<file path="src/rtl/dec_scan_pkg.sv">
// Shared types and helpers for the scanning one-hot decoder.
package dec_scan_pkg;

    typedef enum logic [1:0] {
        DIRECT    = 2'b00,
        SCAN_UP   = 2'b01,
        SCAN_DOWN = 2'b10,
        SWEEP     = 2'b11
    } mode_e;

    typedef enum logic {
        IDLE = 1'b0,
        RUN  = 1'b1
    } sweep_state_e;

    // Prescaler counter width; a single bit is kept even when DIV=1.
    function automatic int unsigned cnt_width(input int unsigned div);
        return (div > 1) ? $clog2(div) : 1;
    endfunction

endpackage

</file>
<file path="src/rtl/dec_scan_tick.sv">
// Prescaler: emits one tick every DIV enabled cycles; clr restarts the count.
module tick_gen
    import dec_scan_pkg::*;
#(
    parameter int unsigned DIV = 4
) (
    input  logic clk,
    input  logic rst,
    input  logic en,
    input  logic clr,
    output logic tick
);

    localparam int unsigned CW = cnt_width(DIV);
    localparam logic [CW-1:0] LAST = CW'(DIV - 1);

    logic [CW-1:0] count;

    // A clear in the same cycle suppresses the tick so a restart always gets a full period.
    assign tick = en && !clr && (count == LAST);

    always_ff @(posedge clk) begin
        if (rst) begin
            count <= '0;
        end else if (en) begin
            if (clr || tick) begin
                count <= '0;
            end else begin
                count <= count + CW'(1);
            end
        end
    end

endmodule

</file>
<file path="src/rtl/dec_scan.sv">
// One-hot decoder with direct select, up/down scanning and a single-pass sweep.
module dec_scan
    import dec_scan_pkg::*;
#(
    parameter  int unsigned N   = 3,
    parameter  int unsigned DIV = 4,
    localparam int unsigned M   = 2**N
) (
    input  logic         clk,
    input  logic         rst,
    input  logic         en,
    input  logic [1:0]   mode,
    input  logic [N-1:0] Din,
    input  logic         load,
    output logic [M-1:0] Y,
    output logic [N-1:0] idx,
    output logic         wrap,
    output logic         busy,
    output logic         done
);

    localparam logic [N-1:0] IDX_MAX = N'(M - 1);

    mode_e        mode_s;
    mode_e        mode_q;
    sweep_state_e state_q;
    sweep_state_e state_n;
    logic [N-1:0] idx_n;
    logic [M-1:0] y_n;
    logic         wrap_n;
    logic         done_n;
    logic         busy_n;
    logic         active;
    logic         mode_chg;
    logic         load_acc;
    logic         pen;
    logic         pclr;
    logic         tick;

    assign mode_s   = mode_e'(mode);
    assign mode_chg = (mode_s != mode_q);

    // A load is taken in the scan modes, or in SWEEP only while idle; never on a mode-change cycle.
    assign load_acc = en && load && !mode_chg &&
                      ((mode_s == SCAN_UP) || (mode_s == SCAN_DOWN) ||
                       ((mode_s == SWEEP) && (state_q == IDLE)));
    assign pen      = en && (mode_s != DIRECT);
    assign pclr     = mode_chg || load_acc;

    tick_gen #(
        .DIV (DIV)
    ) u_tick (
        .clk  (clk),
        .rst  (rst),
        .en   (pen),
        .clr  (pclr),
        .tick (tick)
    );

    // Next-state and output computation
    always_comb begin
        idx_n   = idx;
        state_n = state_q;
        wrap_n  = 1'b0;
        done_n  = 1'b0;
        if (en) begin
            if (mode_chg) begin
                state_n = IDLE;
                if (mode_s == DIRECT) begin
                    idx_n = Din;
                end
            end else begin
                case (mode_s)
                    DIRECT: begin
                        idx_n   = Din;
                        state_n = IDLE;
                    end
                    SCAN_UP: begin
                        if (load_acc) begin
                            idx_n = Din;
                        end else if (tick) begin
                            idx_n  = idx + N'(1);
                            wrap_n = (idx == IDX_MAX);
                        end
                    end
                    SCAN_DOWN: begin
                        if (load_acc) begin
                            idx_n = Din;
                        end else if (tick) begin
                            idx_n  = idx - N'(1);
                            wrap_n = (idx == '0);
                        end
                    end
                    SWEEP: begin
                        case (state_q)
                            IDLE: begin
                                if (load_acc) begin
                                    idx_n   = Din;
                                    state_n = RUN;
                                end
                            end
                            RUN: begin
                                if (tick) begin
                                    if (idx == IDX_MAX) begin
                                        state_n = IDLE;
                                        done_n  = 1'b1;
                                    end else begin
                                        idx_n = idx + N'(1);
                                    end
                                end
                            end
                            default: state_n = IDLE;
                        endcase
                    end
                    default: state_n = IDLE;
                endcase
            end
        end
        busy_n = (state_n == RUN);
        // Sweep decode shows only while running before and after the edge, so load and done edges read zero.
        active = en && ((mode_s != SWEEP) || ((state_q == RUN) && (state_n == RUN)));
        y_n    = active ? (M'(1) << idx) : '0;
    end

    always_ff @(posedge clk) begin
        if (rst) begin
            idx     <= '0;
            Y       <= '0;
            wrap    <= 1'b0;
            busy    <= 1'b0;
            done    <= 1'b0;
            state_q <= IDLE;
            mode_q  <= DIRECT;
        end else begin
            idx     <= idx_n;
            Y       <= y_n;
            wrap    <= wrap_n;
            busy    <= busy_n;
            done    <= done_n;
            state_q <= state_n;
            if (en) begin
                mode_q <= mode_s;
            end
        end
    end

endmodule

</file>
<file path="config.mk">
export PLATFORM = sky130hd
export DESIGN_NAME = dec_scan
export DESIGN_NICKNAME = d
export VERILOG_FILES = /design/src/rtl/dec_scan_pkg.sv /design/src/rtl/dec_scan_tick.sv /design/src/rtl/dec_scan.sv
export SDC_FILE = /design/constraint.sdc
export NUM_CORES = 1
export LEC_CHECK = 0
export BUFFER_PORTS_ARGS = -buffer_cell sky130_fd_sc_hd__clkbuf_2
export CAP_MARGIN = 10
export CELL_PAD_IN_SITES_DETAIL_PLACEMENT = 0
export CELL_PAD_IN_SITES_GLOBAL_PLACEMENT = 2
export CORE_UTILIZATION = 31
export DETAILED_ROUTE_END_ITERATION = 16
export PLACE_DENSITY_LB_ADDON = 0.1
export SLEW_MARGIN = 30
export SYNTH_ARGS = -nofsm -noshare
export SYNTH_HDL_FRONTEND = slang
export SYNTH_SLANG_ARGS = --single-unit
</file>
<file path="constraint.sdc">
create_clock -name clk -period 2 [get_ports clk]
set_clock_uncertainty 0.05 [all_clocks]
set_input_delay 0.4 -clock clk [delete_from_list [all_inputs] [get_ports clk]]
set_output_delay 0.4 -clock clk [all_outputs]
set_load 0.02 [all_outputs]
</file>
==> results by group <==
Timing
  – Max-slew violations: 0
  – Setup tns final: 0 ns
  – Final Hold Viols: 0
  – RSZ-0062 raised after global routing: no
  – F_max: 0.549 GHz
  – Worst slew margin: 71.7%
  – Worst-margin pin slew: 0.424 ns
  – Final setup fails: 0
  – Final worst-path cycle share: 91.1%
  – Final min period: 1.82 ns

Power
  – PD cells: 606 nW/um2
  – Leakage: 0.602 nW
  – Power Total: 0.000830 W
  – Peak VDD IR: 0.000196 V

Logic synthesis
  – Syn_nets: 141
  – Ys Warns: 0
  – Synthesized flop and latch total: 18
  – Share of the synthesized area in the top cell type: 34.2%
  – Cells after Synth: 121
  – Register area share after synthesis: 34.2%
  – Count of different cell masters after synthesis: 38
  – Avg Inst Size Synth: 8.71 um2
  – Top cells by area, synth: dfxtp_1 34%, ha_1 13%, nor3_1 4.3%, nand2_1 4.3%, inv_1 3.9%
  – Netlist Area Pre-Place: 1050 um2
  – Most frequent cell after synthesis: dfxtp_1
  – Share of flip-flops with an asynchronous set or reset: 0%
  – Ys flop type: dfxtp_1
  – Number of synthesized flops with an enable pin: 0
  – Most instantiated cells after synthesis: 18 x dfxtp_1, 12 x nand2_1, 11 x ha_1, 11 x inv_1, 9 x nor3_1
  – Area leader, netlist: dfxtp_1

Finish
  – # diodes: 0
  – Fin cells: 205
  – Utilization after layout: 43.8%
  – Fillers: 337
  – Layout Nets: 182
  – Storage element area: 360 um2
  – Layout area overhead: 30.0%
  – Share of layout cells above drive strength 1: 29.8%
  – Multi-input logic area: 639 um2

Route
  – Via count: 989
  – Pre-antenna DRT Iters: 4
  – WL/cell: 12.6 um
  – Antenna-violating nets left: 0
  – Wirelength, routed: 2590 um
  – 1st-iter DRT viols: 29
  – Vias/cell: 4.82
  – DRC errors left: 0

Clock tree
  – H-Tree Depth: 1
  – Resized cells post-CTS: 0
  – # clock sinks: 18
  – Total CTS buffers: 3
  – Max Buffers Root-to-Sink: 2
  – CTS Hold Bufs: 0
  – CTS clk-pin slew, worst paths: 0.12 ns
  – Root Buffer: clkbuf_4
  – Worst-Skew Late Latency: 0.31 ns
  – Setup bufs post-CTS: 0
  – CTS tree: built

Critical path
  – Critical path cell sequence: inv_1 > ha_1 > ha_1 > o32ai_1 > a22oi_1 > a211oi_2
  – Capturing element type of the critical path: register
  – CP arrival: 2.00 ns
  – Crit-path max FO: 5
  – WP data required: 2.18 ns
  – R2R Path Start: idx[0]
  – CP startpoint: idx[0]
  – Setup crit start kind: register
  – Classification of the worst setup path: reg -> reg
  – CP peak stage delay: 0.42 ns
  – Most used cell, CP: ha_1
  – Slowest stage cell on the critical path: dfxtp_1

Floorplan
  – IO Pins: 23
  – Area of the die: 3640 um2
  – Die Wd: 60.3 um
  – Die H: 60.3 um
  – Starting Density: 33.7%
  – Core area: 3130 um2
  – Rows: 20

Min path
  – Hold_sp: rst
  – Hold Path Class: in -> reg

Placement
  – Placed cell count: 201
  – GPL Wtd Cong: 0.766
  – Detail Placement HPWL: 1990 um
  – PortBufs: 22

Global route
  – Pin count of the biggest net entering global routing: 13
  – First-pass GRT wire length: 4240 um
  – Total Routing Usage GR: 16.0%
  – Total gr overflow: 0
  – Vias in the first global route: 911
  – Initial antenna violation count: 0

Job
  – Max_cap viols: 0

Outcome
  – Status: completed
## layout make-up
type | instances | area share [%]
multi-input combinational | 89 | 46.7
clock buffer | 4 | 2.65
tap | 44 | 4.02
sequential | 18 | 26.3
inverter | 11 | 3.01
timing repair buffer | 39 | 17.4
## metal layers
layer | up-vias | track usage [%] | wire (um)
met5 | - | 0 | 0
met1 | 448 | 23.1 | 1370
met3 | 5 | 2.60 | 68
li1 | 518 | - | -
met2 | 18 | 22.9 | 1100
met4 | 0 | 6.98 | 44
## sequential cells by signal (all words and copies together) (netlist names)
| signal | flops |
|---|---|
| mode_q | 2 |
| idx | 3 |
| state_q | 1 |
| wrap | 1 |
| done | 1 |
| Y | 8 |
| u_tick.count | 2 |
## report_power, final
| group | internal [W] | switching, W |
|---|---|---|
| Clock | 0.000111 | 0.000128 |
| Sequential | 0.000372 | 0.0000161 |
| Combinational | 0.0000897 | 0.000113 |
| Total | 0.000573 | 0.000257 |
## per-stage QoR
| step | hold WS (ns) | area [um2] | worst slack, ns |
|---|---|---|---|
| final | 0.347 | 1370 | 0.178 |
| after global placement | 0.400 | 1330 | -0.0749 |
| after global routing | 0.333 | 1370 | 0.0160 |
| after floorplan | 0.386 | 1050 | 0.196 |
| after CTS | 0.344 | 1370 | 0.146 |
| after detailed placement | 0.408 | 1330 | -0.0844 |
## worst paths after layout
| check | to | slack (ns) | depth (start not counted) |
|---|---|---|---|
| max | idx[2] | 0.18 | 6 |
| min | u_tick.count[1] | 0.35 | 2 |
| max reg2reg | idx[2] | 0.18 | 6 |
| min reg2reg | u_tick.count[1] | 0.42 | 2 |
## cells by family after synthesis
group / share of synthesized area (%)
multiplexers: 2.85
AO/OA/AOI/OAI: 21.4
XOR/XNOR: 1.66
adder cells (fa/ha/maj): 13.1
flip-flops: 34.2
buffers and inverters: 5.11
AND/OR/NAND/NOR: 21.7
## layout by cell type, fill, tap and decap left out, types with 2 or more instances in the layout
cell	count
o21ai_0	3
a22oi_1	2
o211ai_1	3
nand3_1	3
nor3_1	9
inv_1	11
a211oi_2	3
buf_4	17
xor2_1	2
nand2_1	12
nor2_1	3
a21oi_1	7
mux2i_1	3
nor4b_1	4
dfxtp_1	18
clkbuf_2	22
ha_1	11
clkbuf_4	3
nand2b_1	2
nor4_1	2
a31oi_1	2
## critical path, delay by kind of cell (launching register included)
| family | cells | cell delay (ns) |
|---|---|---|
| flip-flops | 1 | 0.42 |
| buffers and inverters | 1 | 0.12 |
| AO/OA/AOI/OAI | 3 | 0.63 |
| adder cells (fa/ha/maj) | 2 | 0.53 |
Power figures use the tool's default switching activity.
